`src/rtl/imm_gen_pkg.sv`:
```
// Opcode constants, immediate format encoding and width helpers shared by the
// immediate generation stage.
package imm_gen_pkg;

    localparam logic [6:0] OPC_LOAD      = 7'b0000011;
    localparam logic [6:0] OPC_OP_IMM    = 7'b0010011;
    localparam logic [6:0] OPC_JALR      = 7'b1100111;
    localparam logic [6:0] OPC_STORE     = 7'b0100011;
    localparam logic [6:0] OPC_BRANCH    = 7'b1100011;
    localparam logic [6:0] OPC_LUI       = 7'b0110111;
    localparam logic [6:0] OPC_AUIPC     = 7'b0010111;
    localparam logic [6:0] OPC_JAL       = 7'b1101111;
    localparam logic [6:0] OPC_SYSTEM    = 7'b1110011;
    localparam logic [6:0] OPC_OP        = 7'b0110011;
    localparam logic [6:0] OPC_FENCE     = 7'b0001111;
    localparam logic [6:0] OPC_OP_IMM_32 = 7'b0011011;
    localparam logic [6:0] OPC_OP_32     = 7'b0111011;

    typedef enum logic [2:0] {
        FMT_NONE = 3'd0,
        FMT_I    = 3'd1,
        FMT_S    = 3'd2,
        FMT_B    = 3'd3,
        FMT_U    = 3'd4,
        FMT_J    = 3'd5,
        FMT_Z    = 3'd6,
        FMT_RSVD = 3'd7
    } fmt_e;

    // The word-sized opcodes (OP-IMM-32, OP-32) only exist on RV64.
    function automatic bit is_rv64(input int xlen);
        return xlen == 64;
    endfunction

endpackage

```
`src/rtl/imm_gen_lane.sv`:
```
// Combinational decode of one 32-bit instruction word into its XLEN-wide
// immediate, format code and illegal-opcode flag.
module imm_gen_lane
    import imm_gen_pkg::*;
#(
    parameter int XLEN = 32
) (
    input  logic [31:0]     inst,
    output logic [XLEN-1:0] imm,
    output fmt_e            fmt,
    output logic            illegal
);

    localparam bit RV64 = is_rv64(XLEN);

    logic [31:0] imm32;

    // Every format fits in 32 signed bits (zimm is small and positive), so
    // the XLEN result is a plain sign extension of imm32.
    always_comb begin
        imm32   = '0;
        fmt     = FMT_NONE;
        illegal = 1'b0;
        case (inst[6:0])
            OPC_LOAD, OPC_OP_IMM, OPC_JALR: begin
                imm32 = {{20{inst[31]}}, inst[31:20]};
                fmt   = FMT_I;
            end
            OPC_OP_IMM_32: begin
                if (RV64) begin
                    imm32 = {{20{inst[31]}}, inst[31:20]};
                    fmt   = FMT_I;
                end else begin
                    illegal = 1'b1;
                end
            end
            OPC_STORE: begin
                imm32 = {{20{inst[31]}}, inst[31:25], inst[11:7]};
                fmt   = FMT_S;
            end
            OPC_BRANCH: begin
                imm32 = {{19{inst[31]}}, inst[31], inst[7], inst[30:25], inst[11:8], 1'b0};
                fmt   = FMT_B;
            end
            OPC_LUI, OPC_AUIPC: begin
                imm32 = {inst[31:12], 12'b0};
                fmt   = FMT_U;
            end
            OPC_JAL: begin
                imm32 = {{11{inst[31]}}, inst[31], inst[19:12], inst[20], inst[30:21], 1'b0};
                fmt   = FMT_J;
            end
            OPC_SYSTEM: begin
                if (inst[14]) begin
                    imm32 = {27'b0, inst[19:15]};
                    fmt   = FMT_Z;
                end
            end
            OPC_OP, OPC_FENCE: begin
            end
            OPC_OP_32: begin
                if (!RV64) begin
                    illegal = 1'b1;
                end
            end
            default: begin
                illegal = 1'b1;
            end
        endcase
    end

    assign imm = XLEN'($signed(imm32));

endmodule

```
`src/rtl/imm_gen_pipe.sv`:
```
// Registered multi-lane immediate generation stage: per-lane decode feeding an
// output register backed by one skid register so in_ready is a flop.
module imm_gen_pipe
    import imm_gen_pkg::*;
#(
    parameter int XLEN  = 32,
    parameter int LANES = 1
) (
    input  logic                  clk,
    input  logic                  rst_n,
    input  logic                  flush,
    input  logic                  in_valid,
    output logic                  in_ready,
    input  logic [LANES-1:0]      in_lane_vld,
    input  logic [32*LANES-1:0]   in_inst,
    output logic                  out_valid,
    input  logic                  out_ready,
    output logic [LANES-1:0]      out_lane_vld,
    output logic [XLEN*LANES-1:0] out_imm,
    output logic [3*LANES-1:0]    out_fmt,
    output logic [LANES-1:0]      out_illegal
);

    typedef struct packed {
        logic [LANES-1:0]      lane_vld;
        logic [XLEN*LANES-1:0] imm;
        logic [3*LANES-1:0]    fmt;
        logic [LANES-1:0]      illegal;
    } bundle_t;

    logic [XLEN*LANES-1:0] dec_imm;
    logic [3*LANES-1:0]    dec_fmt;
    logic [LANES-1:0]      dec_illegal;
    bundle_t               dec_bundle;

    bundle_t out_data_d, out_data_q;
    bundle_t skid_data_d, skid_data_q;
    logic    out_valid_d, out_valid_q;
    logic    skid_valid_d, skid_valid_q;
    logic    in_fire, out_fire;

    for (genvar g = 0; g < LANES; g++) begin : g_lane
        fmt_e lane_fmt;

        imm_gen_lane #(
            .XLEN(XLEN)
        ) u_lane (
            .inst    (in_inst[32*g +: 32]),
            .imm     (dec_imm[XLEN*g +: XLEN]),
            .fmt     (lane_fmt),
            .illegal (dec_illegal[g])
        );

        assign dec_fmt[3*g +: 3] = lane_fmt;
    end

    assign dec_bundle = '{lane_vld: in_lane_vld, imm: dec_imm, fmt: dec_fmt, illegal: dec_illegal};

    assign in_fire  = in_valid & ~skid_valid_q;
    assign out_fire = out_valid_q & out_ready;

    // The skid register only fills while the output register is stalled, so
    // an input transfer and a skid-to-output move never occur together.
    always_comb begin
        out_valid_d  = out_valid_q;
        out_data_d   = out_data_q;
        skid_valid_d = skid_valid_q;
        skid_data_d  = skid_data_q;
        if (flush) begin
            out_valid_d  = 1'b0;
            out_data_d   = '0;
            skid_valid_d = 1'b0;
            skid_data_d  = '0;
        end else begin
            if (out_fire) begin
                out_valid_d  = skid_valid_q;
                skid_valid_d = 1'b0;
                if (skid_valid_q) begin
                    out_data_d = skid_data_q;
                end
            end
            if (in_fire) begin
                if (!out_valid_q || out_fire) begin
                    out_valid_d = 1'b1;
                    out_data_d  = dec_bundle;
                end else begin
                    skid_valid_d = 1'b1;
                    skid_data_d  = dec_bundle;
                end
            end
        end
    end

    always_ff @(posedge clk) begin
        if (!rst_n) begin
            out_valid_q  <= 1'b0;
            out_data_q   <= '0;
            skid_valid_q <= 1'b0;
            skid_data_q  <= '0;
        end else begin
            out_valid_q  <= out_valid_d;
            out_data_q   <= out_data_d;
            skid_valid_q <= skid_valid_d;
            skid_data_q  <= skid_data_d;
        end
    end

    assign in_ready     = ~skid_valid_q;
    assign out_valid    = out_valid_q;
    assign out_lane_vld = out_data_q.lane_vld;
    assign out_imm      = out_data_q.imm;
    assign out_fmt      = out_data_q.fmt;
    assign out_illegal  = out_data_q.illegal;

endmodule

```
`config.mk`:
```
export PLATFORM = sky130hd
export DESIGN_NAME = imm_gen_pipe
export DESIGN_NICKNAME = d
export VERILOG_FILES = /design/src/rtl/imm_gen_pkg.sv /design/src/rtl/imm_gen_lane.sv /design/src/rtl/imm_gen_pipe.sv
export SDC_FILE = /design/constraint.sdc
export NUM_CORES = 1
export LEC_CHECK = 0
export CAP_MARGIN = 20
export CORE_AREA = 2 2 92 94
export DETAILED_ROUTE_END_ITERATION = 10
export DIE_AREA = 0 0 94 96
export PLACE_DENSITY = 0.84
export SYNTH_ARGS = -nofsm -noshare
export SYNTH_HDL_FRONTEND = slang
export SYNTH_SLANG_ARGS = --single-unit
```
`constraint.sdc`:
```
create_clock -name clk -period 1.45 [get_ports clk]
set_clock_uncertainty 0.05 [all_clocks]
set_input_delay 0.145 -clock clk [delete_from_list [all_inputs] [get_ports clk]]
set_output_delay 0.145 -clock clk [all_outputs]
set_load 0.01 [all_outputs]
```
==> results of run 1 <==
==> power by group through the flow <==
stage	Combinational [mW]	Sequential (mW)	Clock, mW
CTS	0.667	2.16	1.69
floorplan	0.260	2.22	0
finish	0.744	2.16	1.72
global route	0.787	2.16	1.78
detailed placement	0.623	2.21	0
global placement	0.610	2.20	0
==> per-stage QoR <==
stage | util (%) | area [um^2] | hold WS (ps)
floorplan | - | 3600 | 231
global placement | 60.0 | 4830 | 396
detailed placement | 60.0 | 4830 | 409
CTS | 65.8 | 5300 | 319
global route | 70.3 | 5660 | 317
finish | 70.3 | 5660 | 332
==> placed cells by master (no fill, tap or decap), types with 3 or more instances in the layout <==
cell type / count
inv_1: 8
a31oi_1: 16
mux2i_1: 13
a21oi_1: 38
clkbuf_16: 4
a22oi_2: 3
nand2_1: 35
o21ai_1: 22
nor2_1: 4
dlymetal6s2s_1: 20
a221oi_2: 12
buf_4: 42
clkbuf_8: 9
o22ai_1: 6
o21ai_2: 15
dlygate4sd2_1: 21
buf_6: 14
mux2_4: 4
mux2_2: 19
clkdlybuf4s50_1: 33
nor2b_1: 3
a21oi_2: 4
buf_12: 12
dfxtp_1: 74
o21ai_0: 25
nand2_2: 5
nand3_1: 10
==> tightest hold or removal path, cell delays in order <==
cell	delay [ps]
clkdlybuf4s50_1	420
nand2_1	70
a21oi_1	60
==> worst paths after layout <==
path | depth (start not counted) | end | slack (ps) | from
setup / recovery | 7 | out_imm[30]$_SDFF_PP0_ | -100 | skid_valid_q$_SDFF_PP0_
hold / removal | 3 | skid_data_q[36]$_SDFFE_PP0P_ | 330 | in_lane_vld
setup reg to reg | 7 | out_imm[30]$_SDFF_PP0_ | -100 | skid_valid_q$_SDFF_PP0_
hold reg to reg | 2 | skid_data_q[2]$_SDFFE_PP0P_ | 420 | skid_data_q[2]$_SDFFE_PP0P_
==> registers in the layout, indices dropped and copies added (netlist names) <==
name and count:
skid_data_q 37, out_imm 32, out_fmt 3, out_illegal 1, out_lane_vld 1, out_valid 1
skid_valid_q 1
==> per-layer routing <==
metal	routed length (um)	vias up
li1	-	1736
met1	4920	1823
met2	6300	239
met3	1050	61
met4	595	0
met5	0	-
==> logic make-up after synthesis <==
kind of cell / after synthesis
compound gates: 158
buf+inv: 41
flops: 76
mux: 36
simple gates: 85
==> area by class of cell <==
cell class / count / area, um^2
Clock inverter: 7 / 82.6
Fill cell: 560 / 2390
Tap cell: 105 / 131
Sequential cell: 76 / 1520
Clock buffer: 9 / 124
Multi-Input combinational cell: 279 / 2090
Timing Repair Buffer: 152 / 1680
Inverter: 8 / 30.0
==> timing repair <==
item	CTS	global route
endpoints found under the hold margin	0	0
resized for setup	87	70
gates cloned	3	4
endpoints found under the setup margin	84	80
pin swaps	11	19
setup buffers	5	11
hold buffers	0	0
==> out/results.txt, run 1 <==
Vias/cell: 6.07
CP Launch Type: flop
P_int: 3.33 mW
Adder-Cell Fraction of Synth Area: 0%
top cell family by delay on the critical path: buffers and inverters
CP max FO: 4
Power, Total: 4.63 mW
worst hold path class: in2reg
Flop pwr share: 46.7%
main flop type after synthesis: dfxtp_1
max incr delay on CP: 350 ps
chip width: 94 um
Synth top cells by count: dfxtp_1, o21ai_0, a21oi_1
Slew Limit Fails: 0
Nets: 564
post-DP HPWL: 7370 um
TritonCTS buffer count: 9
die footprint: 9020 um^2
relative slew slack: 74.8%
Detailed Route Iter0 Violations: 397
Post-Syn Area per Cell: 9.05 um^2
global routing usage on met1: 30.8%
clock latency on the worst-skew pair: 370 ps
Slew @ Worst Pin: 376 ps
vias in the first global route: 3597
Tmin final: 1550 ps
met3 GRT Util: 5.48%
DR WL/cell: 20.2 um
Final setup viols: 34
WP buf/inv: 4
combinational power share: 16.1%
Sw Share: 28.0%
number of synthesized flops with an enable pin: 0
Mapped Cells: 396
status: finished with violations
Antenna Cells: 0
first-pass GRT wire length: 17900 um
fin crit share: 107%
Buffers on Ports: 76
pre-CTS setup slack: -1030 ps
GR Util met2: 44.7%
worst endpoint required time: 1690 ps
GP Congestion: 0.829
crit-path most repeated cell: buf_6
initial core utilization: 44.5%
Mapped Nets: 434
final hold violation count: 0
P&R area growth vs syn: 58.0%
xor-xnor portion of the synthesized cell area: 0%
layout cell share with drive strength beyond 1: 34.8%
Clock power frac: 37.3%
crit path cell chain: buf_6 > nand3_4 > buf_6 > clkbuf_16 > buf_4 > mux2i_1 > a221oi_2
area leader, netlist: dfxtp_1
clock buffer depth: 2
# DRC: 0
CTS sink cnt: 76
failing checks: negative setup slack
setup repair after global routing missed its margin: true
simple-gate share of the synthesized area: 12.4%
CP max stage cell: dfxtp_2
Synth Cell Area: 3580 um^2
Arr. time, crit path: 1790 ps
combinational family with the most area after synthesis: compound AO/OA/AOI/OAI gates
Worst VDD drop: 0.536 mV
Switch Pwr: 1.30 mW
Synthesis Warnings: 0
grt total ovfl: 0
total core area: 8050 um^2
Site Rows: 33
All-Layer GR Usage: 25.8%
Worst setup EP type: flop
most numerous cell in the Yosys netlist: dfxtp_1
remaining antenna violation count: 0
antenna violations before repair: 0
PwrDens: 817 nW/um^2
maxcap violations: 0
flop and latch count out of synthesis: 76
Cell variety after synth: 55
CTS tree: yes
largest net degree at the start of global routing: 33
final wirelength: 12900 um
CTS clk-pin slew, worst paths: 100 ps
Die Y: 96 um
busiest layer in global routing: met2
synth top area cells: dfxtp_1, o21ai_0, mux2_2, a21oi_1, a221oi_2
post-synthesis mux area share: 11.0%
Finished Layout Cells: 636
Yosys top cell area share: 42.5%
Vias: 3859
DRT Pass-1 Iters: 5
htree depth: 3
Fmax achieved: 646 MHz
complex-gate fraction of the synthesized area: 28.2%
IO Count: 77
ys async rst share: 0%
final worst-path setup slack: -98.3 ps
Setup Crit Path Kind: reg2reg
Setup TNS Final: -1220 ps
P_leak: 2.54 nW
sequential element share of the synthesized area: 42.5%
placed insts: 599
CTS Root Buffer Type: clkbuf_8
Note: power is estimated with default switching activity, not from simulation.
==> run 2: changes to the inputs <==
PLACE_DENSITY = 0.78   (was 0.84)
RECOVER_POWER = 100   (was not set)
==> run 2 against run 1 <==
  * The flow still finishes with violations (negative setup slack)
  * Power shrank 3.6%
  * Sequential power is essentially flat
  * Design area shrank 3.2%
  * Clock-buffer cell count increased by 1
  * Clock power decreased by 8%
  * Flip-flop and latch count unchanged
  * Via count decreased by 3.0%
  * Combinational power shrank 3.9%
  * Worst hold slack lost 100 ps
  * Global-route usage decreased by 1.3 points
  * First-iteration DRC count is 37% lower
  * Critical path depth fell by 1
  * Critical path type unchanged
  * Largest power group unchanged
  * Highest routed layer unchanged
==> out/results.txt, run 2 (same netlist as run 1, synthesis figures left out) <==
commonest non-fill, non-tap cell in the layout: dfxtp_1
placed cell areas: 4750 um^2 (-1.7%)
CP max stage cell: mux2_2
DRT Pass-1 Iters: 5 (unchanged)
worst hold path class: in2reg
Worst setup EP type: flop
initial core utilization: 44.5% (unchanged)
Detailed Route Iter0 Violations: 249 (-37%)
Buffers on Ports: 76 (unchanged)
CP Launch Type: flop
Design Area, Final: 5480 um^2 (-3.2%)
Slew @ Worst Pin: 603 ps (+226 ps)
final hold violation count: 0 (unchanged)
max incr delay on CP: 350 ps (about the same)
status: finished with violations
Fmax achieved: 643 MHz (-0.44%)
Site Rows: 33 (unchanged)
Tmin final: 1560 ps (+6.86 ps)
antenna violations before repair: 0 (unchanged)
Storage cell area: 1530 um^2 (+0.16%)
total core area: 8050 um^2 (unchanged)
number of flip-flops in the largest register: 37 (unchanged)
failing checks: negative setup slack
Antenna Cells: 0 (unchanged)
clock buffer depth: 2 (unchanged)
Slew Limit Fails: 0 (unchanged)
crit path cell chain: buf_6 > nand3_4 > buf_12 > mux2_2 > o21ai_2 > a21oi_1
final worst-path setup slack: -105 ps (-6.86 ps)
Nets: 554 (-1.8%)
remaining antenna violation count: 0 (unchanged)
largest net degree at the start of global routing: 45 (+36%)
most frequent cells in the layout: dfxtp_1, buf_4, a21oi_1
chip width: 94 um (unchanged)
Arr. time, crit path: 1720 ps (-70 ps)
layout cell share with drive strength beyond 1: 33.5% (-1.3 points)
CTS Root Buffer Type: clkbuf_8
Vias: 3745 (-3.0%)
CTS clk-pin slew, worst paths: 80 ps (-20 ps)
Setup Crit Path Kind: reg2reg
Worst VDD drop: 0.577 mV (+7.6%)
worst endpoint required time: 1620 ps (-70 ps)
Min Hold Slack: 232 ps (-101 ps)
IO Count: 77 (unchanged)
vias in the first global route: 3501 (-2.7%)
multi-input logic area: 2110 um^2 (+1.0%)
P_leak: 2.06 nW (-19%)
Die Y: 96 um (unchanged)
Power, Total: 4.46 mW (-3.6%)
CTS tree: yes
fillers: 622 (+11%)
TritonCTS buffer count: 9 (unchanged)
fin crit share: 107% (+0.47 points)
All-Layer GR Usage: 24.5% (-1.3 points)
GP Congestion: 0.875 (+5.6%)
WP buf/inv: 2 (-2)
htree depth: 3 (unchanged)
P&R area growth vs syn: 52.9%
# DRC: 0 (unchanged)
relative slew slack: 59.8% (-15 points)
setup repair after global routing missed its margin: true
maxcap violations: 0 (unchanged)
post-DP HPWL: 7430 um (+0.85%)
CP max FO: 6 (+2)
top cell family by delay on the critical path: multiplexers
clock latency on the worst-skew pair: 340 ps (-30 ps)
first-pass GRT wire length: 17100 um (-4.6%)
Final setup viols: 33 (-2.9%)
Setup TNS Final: -1420 ps (-198 ps)
PwrDens: 814 nW/um^2 (-0.33%)
CTS sink cnt: 76 (unchanged)
grt total ovfl: 0 (unchanged)
Vias/cell: 6.00 (-1.1%)
DR WL/cell: 19.3 um (-4.7%)
die footprint: 9020 um^2 (unchanged)
final wirelength: 12000 um (-6.5%)
Reg with most FFs: skid_data_q
-- run 2: cell types whose count changed in the layout (fill, tap and decap cells not counted), moves of 8 or more --
| cell | before | now |
|---|---|---|
| dlygate4sd2_1 | 21 | 13 |
| clkdlybuf4s25_1 | 0 | 24 |
| o21ai_0 | 25 | 33 |
| dlymetal6s2s_1 | 20 | 2 |
| o21ai_2 | 15 | 24 |
| o21ai_1 | 22 | 6 |
-- run 2: path summary, 6_finish.rpt --
path         slack [ps]  cells after the start                      endpoint                    startpoint
max                -110                      6         out_imm[0]$_SDFF_PP0_          out_valid$_SDFF_PP0_
min                 230                      4       skid_valid_q$_SDFF_PP0_                     out_ready
max reg2reg        -110                      6         out_imm[0]$_SDFF_PP0_          out_valid$_SDFF_PP0_
min reg2reg         410                      2  skid_data_q[13]$_SDFFE_PP0P_  skid_data_q[13]$_SDFFE_PP0P_
-- run 2: layout make-up --
class | count | area share [%]
multi-input combinational | 279 | 38.6
sequential | 76 | 27.9
timing repair buffer | 142 | 27.2
clock buffer | 10 | 2.51
tap | 105 | 2.40
clock inverter | 4 | 0.936
inverter | 8 | 0.548
-- run 2: what timing repair did --
action                                  in CTS  in global routing
pin swaps                                   17                 12
cloned                                       2                  5
resized for setup                           65                 77
buffers inserted                             8                  4
endpoints found under the setup margin      81                 94
hold buffers                                 0                  0
-- run 2: stage by stage --
step | setup WS [ps] | std cells | util [%]
global placement | -546 | 593 | 59.0
CTS | -46.2 | 617 | 64.8
finish | -105 | 624 | 68.0
global route | -160 | 624 | 68.0
detailed placement | -561 | 593 | 59.0
floorplan | -16.9 | 396 | -
-- run 2: per-layer routing --
metal	part of all wire, %	routed length [um]	global-route usage [%]	vias up
met3	6.5	776	5.17	42
met1	40	4820	29.7	1816
li1	-	-	-	1702
met4	3.2	384	8.70	0
met5	0	0	0	-
met2	50	6050	43.1	185
-- run 2: worst min-delay path: stages --
cell            delay [ps]
dlymetal6s2s_1         210
nand2_1                100
nand2_1                 70
a21oi_1                 50
-- run 2: where the power goes --
part | leakage (nW) | switching (mW) | internal [mW]
sequential | 0.617 | 0.0277 | 2.13
clock | 0.0942 | 0.767 | 0.823
combinational | 1.35 | 0.362 | 0.353
